--- src/rtl/lcd_delay_timer.sv ---
// Shared wait-interval timer for the LCD controller sequencers: four selectable delays, one-shot or periodic.
// Optional LCD_TIMER_RETRIGGER_EN: restart on start while running, and an abort port that ends early with done.
module lcd_delay_timer #(
  parameter int CNT_W = 20,
  parameter int T0    = 750000,
  parameter int T1    = 205000,
  parameter int T2    = 82000,
  parameter int T3    = 2000
) (
  input  logic             clk,
  input  logic             reset,
  input  logic             start,
  input  logic [1:0]       sel,
  input  logic             periodic,
  input  logic             stop,
`ifdef LCD_TIMER_RETRIGGER_EN
  input  logic             abort,
`endif
  output logic             busy,
  output logic             done,
  output logic [CNT_W-1:0] clk_cnt
);

  typedef enum logic [0:0] {
    ST_IDLE = 1'b0,
    ST_RUN  = 1'b1
  } state_t;

  state_t           state_r, state_s;
  logic [CNT_W-1:0] cnt_r, cnt_s;
  logic [CNT_W-1:0] term_r, term_s;
  logic [1:0]       sel_r, sel_s;
  logic             per_r, per_s;
  logic             busy_r, busy_s;
  logic             done_r, done_s;
  logic             abort_s;

  function automatic logic [CNT_W-1:0] term_of(input logic [1:0] s);
    logic [CNT_W-1:0] t;
    case (s)
      2'd0:    t = CNT_W'(T0);
      2'd1:    t = CNT_W'(T1);
      2'd2:    t = CNT_W'(T2);
      2'd3:    t = CNT_W'(T3);
      default: t = CNT_W'(T0);
    endcase
    return t;
  endfunction

  // The latched select must still describe the latched terminal; a mismatch means corrupted state.
  function automatic logic term_intact(input logic [1:0] s, input logic [CNT_W-1:0] t);
    return (term_of(s) == t);
  endfunction

`ifdef LCD_TIMER_RETRIGGER_EN
  assign abort_s = abort;
`else
  assign abort_s = 1'b0;
`endif

  // Next-state and next-output decode; done is a single-cycle pulse by default.
  always_comb begin
    state_s = state_r;
    cnt_s   = cnt_r;
    term_s  = term_r;
    sel_s   = sel_r;
    per_s   = per_r;
    busy_s  = busy_r;
    done_s  = 1'b0;
    case (state_r)
      ST_IDLE: begin
        cnt_s = '0;
        if (start) begin
          sel_s   = sel;
          per_s   = periodic;
          term_s  = term_of(sel);
          busy_s  = 1'b1;
          state_s = ST_RUN;
        end else begin
          busy_s = 1'b0;
        end
      end
      ST_RUN: begin
        if (stop || !term_intact(sel_r, term_r)) begin
          state_s = ST_IDLE;
          busy_s  = 1'b0;
          cnt_s   = '0;
        end else if (abort_s) begin
          state_s = ST_IDLE;
          busy_s  = 1'b0;
          cnt_s   = '0;
          done_s  = 1'b1;
`ifdef LCD_TIMER_RETRIGGER_EN
        end else if (start) begin
          // Retrigger beats a coincident terminal count, so no done here.
          sel_s  = sel;
          per_s  = periodic;
          term_s = term_of(sel);
          cnt_s  = '0;
          busy_s = 1'b1;
`endif
        end else if (cnt_r == term_r) begin
          cnt_s  = '0;
          done_s = 1'b1;
          if (per_r) begin
            busy_s = 1'b1;
          end else begin
            busy_s  = 1'b0;
            state_s = ST_IDLE;
          end
        end else begin
          cnt_s  = cnt_r + CNT_W'(1);
          busy_s = 1'b1;
        end
      end
      default: begin
        state_s = ST_IDLE;
        cnt_s   = '0;
        busy_s  = 1'b0;
      end
    endcase
  end

  // State and output registers with synchronous reset.
  always_ff @(posedge clk) begin
    if (reset) begin
      state_r <= ST_IDLE;
      cnt_r   <= '0;
      term_r  <= CNT_W'(T0);
      sel_r   <= 2'd0;
      per_r   <= 1'b0;
      busy_r  <= 1'b0;
      done_r  <= 1'b0;
    end else begin
      state_r <= state_s;
      cnt_r   <= cnt_s;
      term_r  <= term_s;
      sel_r   <= sel_s;
      per_r   <= per_s;
      busy_r  <= busy_s;
      done_r  <= done_s;
    end
  end

  assign busy    = busy_r;
  assign done    = done_r;
  assign clk_cnt = cnt_r;

endmodule

--- config.mk ---
export PLATFORM = sky130hd
export DESIGN_NAME = lcd_delay_timer
export DESIGN_NICKNAME = d
export VERILOG_FILES = /design/src/rtl/lcd_delay_timer.sv
export SDC_FILE = /design/constraint.sdc
export NUM_CORES = 1
export LEC_CHECK = 0
export CAP_MARGIN = 10
export CORE_ASPECT_RATIO = 2
export CORE_UTILIZATION = 50
export CTS_BUF_LIST = sky130_fd_sc_hd__clkbuf_4
export DETAILED_ROUTE_END_ITERATION = 8
export PLACE_DENSITY = 0.89
export SLEW_MARGIN = 20
export SYNTH_ARGS = -nofsm -noshare
export SYNTH_HDL_FRONTEND = slang
export SYNTH_SLANG_ARGS = --single-unit
--- constraint.sdc ---
create_clock -name clk -period 1.8 [get_ports clk]
set_input_delay 0.18 -clock clk [delete_from_list [all_inputs] [get_ports clk]]
set_output_delay 0.18 -clock clk [all_outputs]
set_load 0.02 [all_outputs]
==> results.toml, run 1 <==
[synthesis]
synthDistinctLibCells = 34
yosys_register_bits = 35
synth.top_cell.area_share_pct = 37.5
post-synth-top-area-cell = "dfxtp_1"
synthFlopType = "dfxtp_1"
synthTopCellsByArea = "dfxtp_1, ha_1, xnor2_1"
async_reset_ff_share_pct = 0
syn_inst = 211
yosysSeqAreaShare_pct = 37.5
synthesis.area_sq_um = 1870
yosys-top-cells-count = "dfxtp_1, nor2_1, nand2_1"
syn_nets = 233
avgSynthCellArea_sq_um = 8.85
yosys_warnings = 0
synth_edf_count = 0
yosysMostFrequentCell = "dfxtp_1"

[global_route]
antenna_found_initial = 0
grt_pass1_wl_microns = 8170
use_met3_pct = 5.92
grt_busiest_layer = "met2"
grt-ovfl-total = 0
grtUsageMet1_pct = 27.6
track_usage_pct = 28.9
grt_pass1_vias = 1755
gr-usage-met2_pct = 50.6
grt_max_degree = 18

[floorplan]
rows = 31
die_x_microns = 45.2
die_h_microns = 88.4
io_pins = 29
die_area_sq_um = 4000
core_area_sq_um = 3610
start_util_pct = 51.8

[layout]
area_growth_pct = 38.6
regArea_sq_um = 709
fin_area_sq_um = 2590
diodes = 0
final_nets = 291
fillers = 257
layout-drive-gt1-share_pct = 26.0
multi_input_area_sq_um = 1230

[sta]
clock.fmax_ghz = 0.526
layout_setup_ws_ns = -0.101
worst_slew_pin_slew_ns = 0.636
slew_headroom_pct = 57.6
hold_violations = 0
skew_ns = 0.0123
timing.setup.tns_ns = -1.30
rsz0062_at_grt = "yes"
setup_viol = 22
period_needed_ns = 1.90
maxSlewViolCount = 0
timing.final.crit_share_pct = 106
hold_slack_ns = 0.397

[pwr]
power_leakage_nw = 0.946
ir_drop_uv = 557
power_density_nw_per_um2 = 555

[placement]
io_buffers = 28
place_area_sq_um = 2360
place.gp.congestion = 0.982
pre_cts_slack_ns = -0.0693
dp.final_hpwl_microns = 3550

[route]
vias_per_cell = 5.51
ant_nets = 0
drt_iter0_drc = 54
first_pass_iters = 4
drt_drc_violations_left = 0
totalWireLength_microns = 5210
vias = 1752
wl_per_cell_microns = 16.4

[outcome]
violations = "setup timing"
status = "complete, but fails checks"

[clocking]
htreeDepth = 2
cts_tree = "yes"
clk_pin_slew_ns = 0.11
cts_root_buf = "clkbuf_4"
cts_buffer_depth = 2
cts.sinks = 35
cts_buffers = 5
clk_latency_ns = 0.35

[worst_setup_path]
arrival_ns = 2.19
cpPeakStageDelay_ns = 0.41
critPathLaunchType = "flop"
cp.required_ns = 2.09
path_class = "reg2reg"
crit_chain = "buf_4 > ha_2 > xor2_1 > nand3_2 > a2111oi_4 > buf_6 > buf_6 > and3_2"
worstSetupEndpointType = "flop"
cp_slowest_cell = "dfxtp_4"
worst-path-max-fanout = 5
crit_path_frequent_cell = "buf_6"

[hold_path]
min_path_type = "in2reg"

[run]
drv_cap = 0
-- cell families (layout without fill, tap and decap cells) --
| group | after synthesis | in the layout | share of synthesized area (%) |
|---|---|---|---|
| xor gates and xnor gates | 34 | 34 | 15.9 |
| DFF | 35 | 35 | 37.5 |
| and+or+nand+nor | 91 | 92 | 23.8 |
| adders and majority gates | 15 | 15 | 10.0 |
| buffers and inverters | 15 | 72 | 3.68 |
| AOI/OAI and AO/OA | 21 | 21 | 9.04 |
-- sequential cells by signal, indices dropped and copies added, names as in the netlist --
register and flops:
clk_cnt 20, term_r 10, sel_r 2, busy 1, done 1, per_r 1
-- critical path: cells and delay by family, from the launching register on --
family | cells | cell delay (ns)
buffers and inverters | 3 | 0.41
adder cells (fa/ha/maj) | 1 | 0.18
flip-flops | 1 | 0.41
AO/OA/AOI/OAI | 1 | 0.32
XOR/XNOR | 1 | 0.21
AND/OR/NAND/NOR | 2 | 0.30
-- layer usage --
layer	routed length, microns	up-vias	part of all wire [%]
li1	-	824	-
met1	1760	831	34
met2	2900	68	56
met3	188	29	3.6
met4	358	0	6.9
met5	0	-	0
-- final timing paths --
path         cells after the start             startpoint  slack, ns                     to
max                              8  sel_r[0]$_SDFFE_PP0P_      -0.10  clk_cnt[1]$_SDFF_PP0_
min                              3               periodic       0.40     per_r$_SDFFE_PP0P_
max reg2reg                      8  sel_r[0]$_SDFFE_PP0P_      -0.10  clk_cnt[1]$_SDFF_PP0_
min reg2reg                      2     per_r$_SDFFE_PP0P_       0.47     per_r$_SDFFE_PP0P_
-- where the power goes --
part	internal, mW	total (mW)	switching [mW]
logic	0.103	0.213	0.110
registers	0.795	0.827	0.0324
clock network	0.138	0.397	0.259
total	1.04	1.44	0.401
-- through the flow --
stage	utilization, %	power, mW	instances
after floorplan	-	0.941	211
after global placement	65.6	0.997	306
after detailed placement	65.6	1.01	306
after CTS	68.7	1.41	317
after global routing	71.8	1.50	318
final	71.8	1.44	318
-- cell usage in the layout (no fill, tap or decap), types with 2 or more instances in the layout --
| cell type | Yosys | final |
|---|---|---|
| buf_4 | 0 | 27 |
| nor2b_1 | 2 | 2 |
| nor3_1 | 7 | 7 |
| dfxtp_2 | 0 | 4 |
| ha_4 | 0 | 4 |
| o21ai_1 | 0 | 2 |
| a211o_1 | 4 | 4 |
| nand2b_1 | 2 | 2 |
| a21oi_1 | 6 | 6 |
| buf_6 | 0 | 2 |
| clkbuf_4 | 0 | 5 |
| xor2_1 | 16 | 14 |
| clkdlybuf4s50_1 | 0 | 28 |
| nor4_1 | 4 | 4 |
| inv_1 | 8 | 6 |
| and3_2 | 3 | 3 |
| ha_1 | 15 | 10 |
| nor2_1 | 30 | 21 |
| xnor2_2 | 0 | 2 |
| nand4_1 | 3 | 3 |
| o21bai_1 | 2 | 2 |
| and4_1 | 2 | 2 |
| nor2_2 | 0 | 9 |
| xor2_2 | 0 | 2 |
| o211ai_1 | 2 | 2 |
| nand3_1 | 8 | 7 |
| dfxtp_1 | 35 | 30 |
| nand2_1 | 23 | 23 |
| xnor2_1 | 18 | 16 |
-- area by class of cell --
type,count,area share (%)
Clock inverter,2,0.338
Inverter,8,1.26
Multi-Input combinational cell,162,47.7
Tap cell,49,2.37
Timing Repair Buffer,57,19.5
Sequential cell,35,27.4
Clock buffer,5,1.45
-- timing repair --
action                                  4_1_cts  5_1_grt
setup buffers                                 3        1
gates cloned                                  1        0
pin swaps                                     3        4
hold buffers                                  0        0
endpoints found under the setup margin       19       22
resized for setup                            10       23
No activity file was read; power rests on OpenSTA's default activity.
==> inputs of run 2 (changes only) <==
- SKIP_CTS_REPAIR_TIMING: unset -> 1
==> results.toml, run 2 (synthesized netlist as in run 1, its figures left out) <==
[hold_path]
hold_start = "periodic"
hold_depth = 3
hold_end = "per_r$_SDFFE_PP0P_"
min_path_type = "in2reg"

[worst_setup_path]
cp.required_ns = 2.08
startpoint = "sel_r[0]$_SDFFE_PP0P_"
path_class = "reg2reg"
worst-path-max-fanout = 9
worstSetupEndpointType = "flop"
r2r_start = "sel_r[0]$_SDFFE_PP0P_"
timing.rr.end = "clk_cnt[14]$_SDFF_PP0_"
rr_worst_depth = 7
critPathLaunchType = "flop"
reg2reg_slack_ns = -0.11
arrival_ns = 2.19

[layout]
fin_area_sq_um = 2600
diodes = 0
layout_commonest_cell = "clkdlybuf4s50_1"
area_growth_pct = 39.1
final_cell_count_no_fill = 320
final_nets = 293
largest_reg_flops = 20
final_cell_mix = "clkdlybuf4s50_1, dfxtp_1, buf_4, nand2_1, nor2_1"
layout-drive-gt1-share_pct = 24.7

[floorplan]
core_area_sq_um = 3610
die_area_sq_um = 4000
die_h_microns = 88.4
die_x_microns = 45.2
rows = 31
start_util_pct = 51.8
io_pins = 29

[global_route]
grt_max_degree = 20
track_usage_pct = 25.9
antenna_found_initial = 0
grt-ovfl-total = 0
grt_pass1_vias = 1674
grt_pass1_wl_microns = 7330

[pwr]
power_leakage_nw = 0.947
finalPower_mw = 1.41
power_density_nw_per_um2 = 544
ir_drop_uv = 444
p_sw_mw = 0.388
swShare_pct = 27.5
power_frac_comb_pct = 13.5
p_int_mw = 1.02
seq_power_share_pct = 58.4
clkPwrFrac_pct = 28.0

[sta]
maxSlewViolCount = 0
clock.fmax_ghz = 0.524
hold_slack_ns = 0.396
worst_slew_pin_slew_ns = 0.647
rsz0062_at_grt = "yes"
setup_viol = 22
hold_violations = 0
slew_headroom_pct = 56.9
layout_setup_ws_ns = -0.109
period_needed_ns = 1.91
skew_ns = 0.00864
timing.final.crit_share_pct = 106

[placement]
place_area_sq_um = 2360
pre_cts_slack_ns = -0.0693
place.gp.congestion = 0.982
io_buffers = 28
dp.final_hpwl_microns = 3550
dpl.cell_count = 306

[clocking]
cts_buffer_depth = 2
clk_latency_ns = 0.34
htreeDepth = 2
cts_buffers = 5
cts.sinks = 35
clk_pin_slew_ns = 0.11
cts_tree = "yes"
cts_root_buf = "clkbuf_4"

[route]
ant_nets = 0
drt_drc_violations_left = 0
vias = 1787
totalWireLength_microns = 5490
first_pass_iters = 4
vias_per_cell = 5.58
drt_iter0_drc = 114
wl_per_cell_microns = 17.2

[outcome]
status = "complete, but fails checks"
violations = "setup timing"

[run]
drv_cap = 0
==> run 2: worst max-delay path by stage <==
stage                             end  slack [ns]
6_report       clk_cnt[14]$_SDFF_PP0_       -0.11
2_1_floorplan  clk_cnt[13]$_SDFF_PP0_        0.01
5_1_grt        clk_cnt[14]$_SDFF_PP0_       -0.25
3_5_place_dp    clk_cnt[5]$_SDFF_PP0_       -0.07
4_1_cts         clk_cnt[5]$_SDFF_PP0_       -0.11
3_3_place_gp   clk_cnt[13]$_SDFF_PP0_        0.02
==> run 2: cell type report <==
class / count / area (sq um)
multi-input combinational: 163 / 1220
fill: 273 / 1010
sequential: 35 / 716
timing repair buffer: 58 / 526
tap: 49 / 61.3
clock buffer: 5 / 37.5
inverter: 8 / 32.5
clock inverter: 2 / 8.76
==> run 2: through the flow <==
step                utilization (%)  setup TNS (ns)
floorplan                         -               0
global placement               65.6               0
detailed placement             65.6          -0.682
CTS                            66.8           -1.36
global route                   72.0           -4.39
finish                         72.0           -1.62
==> run 2: power groups by stage <==
stage	registers (mW)	logic (mW)	clock network (mW)
2_1_floorplan	0.836	0.105	0
3_3_place_gp	0.839	0.158	0
3_5_place_dp	0.841	0.166	0
4_1_cts	0.823	0.169	0.405
5_1_grt	0.827	0.206	0.449
6_report	0.825	0.191	0.396
==> run 2: layer usage <==
metal | vias to the layer above | wire [microns] | global-route usage, %
li1 | 829 | - | -
met1 | 847 | 1730 | 23.5
met2 | 84 | 3140 | 46.6
met3 | 27 | 273 | 5.51
met4 | 0 | 340 | 20.1
met5 | - | 0 | 0
==> run 2: worst max-delay path, stage by stage (launching register included) <==
cell	delay (ns)
dfxtp_4	0.39
ha_2	0.22
xnor2_1	0.21
nand4b_1	0.18
a2111oi_4	0.43
buf_4	0.21
nand2_8	0.08
nor2_1	0.13
==> inputs of run 3 (changes only) <==
- RECOVER_POWER: unset -> 25
==> results.toml, run 3 (synthesized netlist as in run 1, its figures left out) <==
[outcome]
status = "complete, but fails checks"
violations = "setup timing"

[sta]
skew_ns = 0.0103
timing.final.crit_share_pct = 106
rsz0062_at_grt = "yes"
slew_headroom_pct = 58.1
worst_slew_pin_slew_ns = 0.628
layout_setup_ws_ns = -0.116
maxSlewViolCount = 0
timing.setup.tns_ns = -1.71
hold_slack_ns = 0.397
setup_viol = 22
hold_violations = 0
clock.fmax_ghz = 0.522
period_needed_ns = 1.92

[placement]
place.gp.congestion = 0.982
pre_cts_slack_ns = -0.0693
io_buffers = 28
dp.final_hpwl_microns = 3550
place_area_sq_um = 2360

[layout]
layout-drive-gt1-share_pct = 24.4
final_nets = 293
layout_commonest_cell = "clkdlybuf4s50_1"
area_growth_pct = 38.9
largest_reg_flops = 20
diodes = 0
final_cell_mix = "clkdlybuf4s50_1, dfxtp_1, buf_4, nand2_1, nor2_1"
fin_area_sq_um = 2590

[floorplan]
die_h_microns = 88.4
rows = 31
io_pins = 29
core_area_sq_um = 3610
die_area_sq_um = 4000
die_x_microns = 45.2
start_util_pct = 51.8

[worst_setup_path]
r2r_start = "sel_r[0]$_SDFFE_PP0P_"
cp.required_ns = 2.08
timing.rr.end = "clk_cnt[14]$_SDFF_PP0_"
cpPeakStageDelay_ns = 0.43
arrival_ns = 2.19
path_class = "reg2reg"
worstSetupEndpointType = "flop"
startpoint = "sel_r[0]$_SDFFE_PP0P_"
worst-path-max-fanout = 9
cp_slowest_cell = "a2111oi_4"
rr_worst_depth = 7
crit_end = "clk_cnt[14]$_SDFF_PP0_"
reg2reg_slack_ns = -0.12
critPathLaunchType = "flop"
crit_chain = "ha_2 > xnor2_1 > nand4b_1 > a2111oi_4 > buf_4 > nand2_8 > nor2_1"

[route]
drt_iter0_drc = 103
vias_per_cell = 5.61
totalWireLength_microns = 5500
vias = 1796
first_pass_iters = 5
drt_drc_violations_left = 0
ant_nets = 0
wl_per_cell_microns = 17.2

[clocking]
cts_buffer_depth = 2
clk_latency_ns = 0.35
cts_buffers = 5
htreeDepth = 2
cts_tree = "yes"
clk_pin_slew_ns = 0.11
cts_root_buf = "clkbuf_4"
cts.sinks = 35

[global_route]
track_usage_pct = 25.9
antenna_found_initial = 0
grt_max_degree = 20
grt-ovfl-total = 0
grt_pass1_vias = 1674
grt_pass1_wl_microns = 7330

[hold_path]
hold_depth = 3
min_path_type = "in2reg"

[pwr]
swShare_pct = 27.6
power_frac_comb_pct = 13.4
power_leakage_nw = 0.943
p_sw_mw = 0.390
clkPwrFrac_pct = 28.1
ir_drop_uv = 446
p_int_mw = 1.02
finalPower_mw = 1.41
seq_power_share_pct = 58.5
power_density_nw_per_um2 = 544

[run]
drv_cap = 0
-- run 3: cell count changes in the layout (fill, tap and decap cells not counted), sizes merged --
| cell | before | now |
|---|---|---|
| buf | 30 | 29 |
| clkbuf | 5 | 6 |
-- run 3: per-layer routing --
| metal | routed length, microns | GRT usage [%] | share of wire (%) |
|---|---|---|---|
| met3 | 228 | 5.51 | 4.1 |
| met2 | 3130 | 46.6 | 57 |
| met5 | 0 | 0 | 0 |
| met4 | 355 | 20.1 | 6.5 |
| met1 | 1790 | 23.5 | 33 |
-- run 3: stage by stage --
stage,cells,utilization [%]
final,320,71.9
after global routing,320,71.9
after CTS,313,66.8
after detailed placement,306,65.6
after global placement,306,65.6
after floorplan,211,-
-- run 3: worst min path at each step --
stage                         endpoint  slack, ns                from
2_1_floorplan  term_r[16]$_SDFFE_PP1P_       0.27               reset
3_3_place_gp        per_r$_SDFFE_PP0P_       0.45  per_r$_SDFFE_PP0P_
3_5_place_dp        per_r$_SDFFE_PP0P_       0.47  per_r$_SDFFE_PP0P_
4_1_cts             per_r$_SDFFE_PP0P_       0.38            periodic
5_1_grt             per_r$_SDFFE_PP0P_       0.39            periodic
6_report            per_r$_SDFFE_PP0P_       0.40            periodic
-- run 3: worst max-delay path: cells and delay by family, from the launching register on --
| family | cells | cell delay, ns |
|---|---|---|
| AO/OA/AOI/OAI | 1 | 0.43 |
| flip-flops | 1 | 0.39 |
| AND/OR/NAND/NOR | 3 | 0.39 |
| adder cells (fa/ha/maj) | 1 | 0.22 |
| XOR/XNOR | 1 | 0.21 |
| buffers and inverters | 1 | 0.21 |
-- run 3: power by group through the flow --
stage | logic [mW] | clock network, mW | registers (mW)
CTS | 0.169 | 0.405 | 0.823
global placement | 0.158 | 0 | 0.839
global route | 0.204 | 0.449 | 0.827
finish | 0.189 | 0.397 | 0.826
detailed placement | 0.166 | 0 | 0.841
floorplan | 0.105 | 0 | 0.836
-- run 3: layout make-up --
class	count	area, sq um
Tap cell	49	61.3
Multi-Input combinational cell	163	1220
Timing Repair Buffer	58	522
Sequential cell	35	716
Inverter	8	32.5
Clock inverter	2	8.76
Fill cell	275	1010
Clock buffer	5	37.5
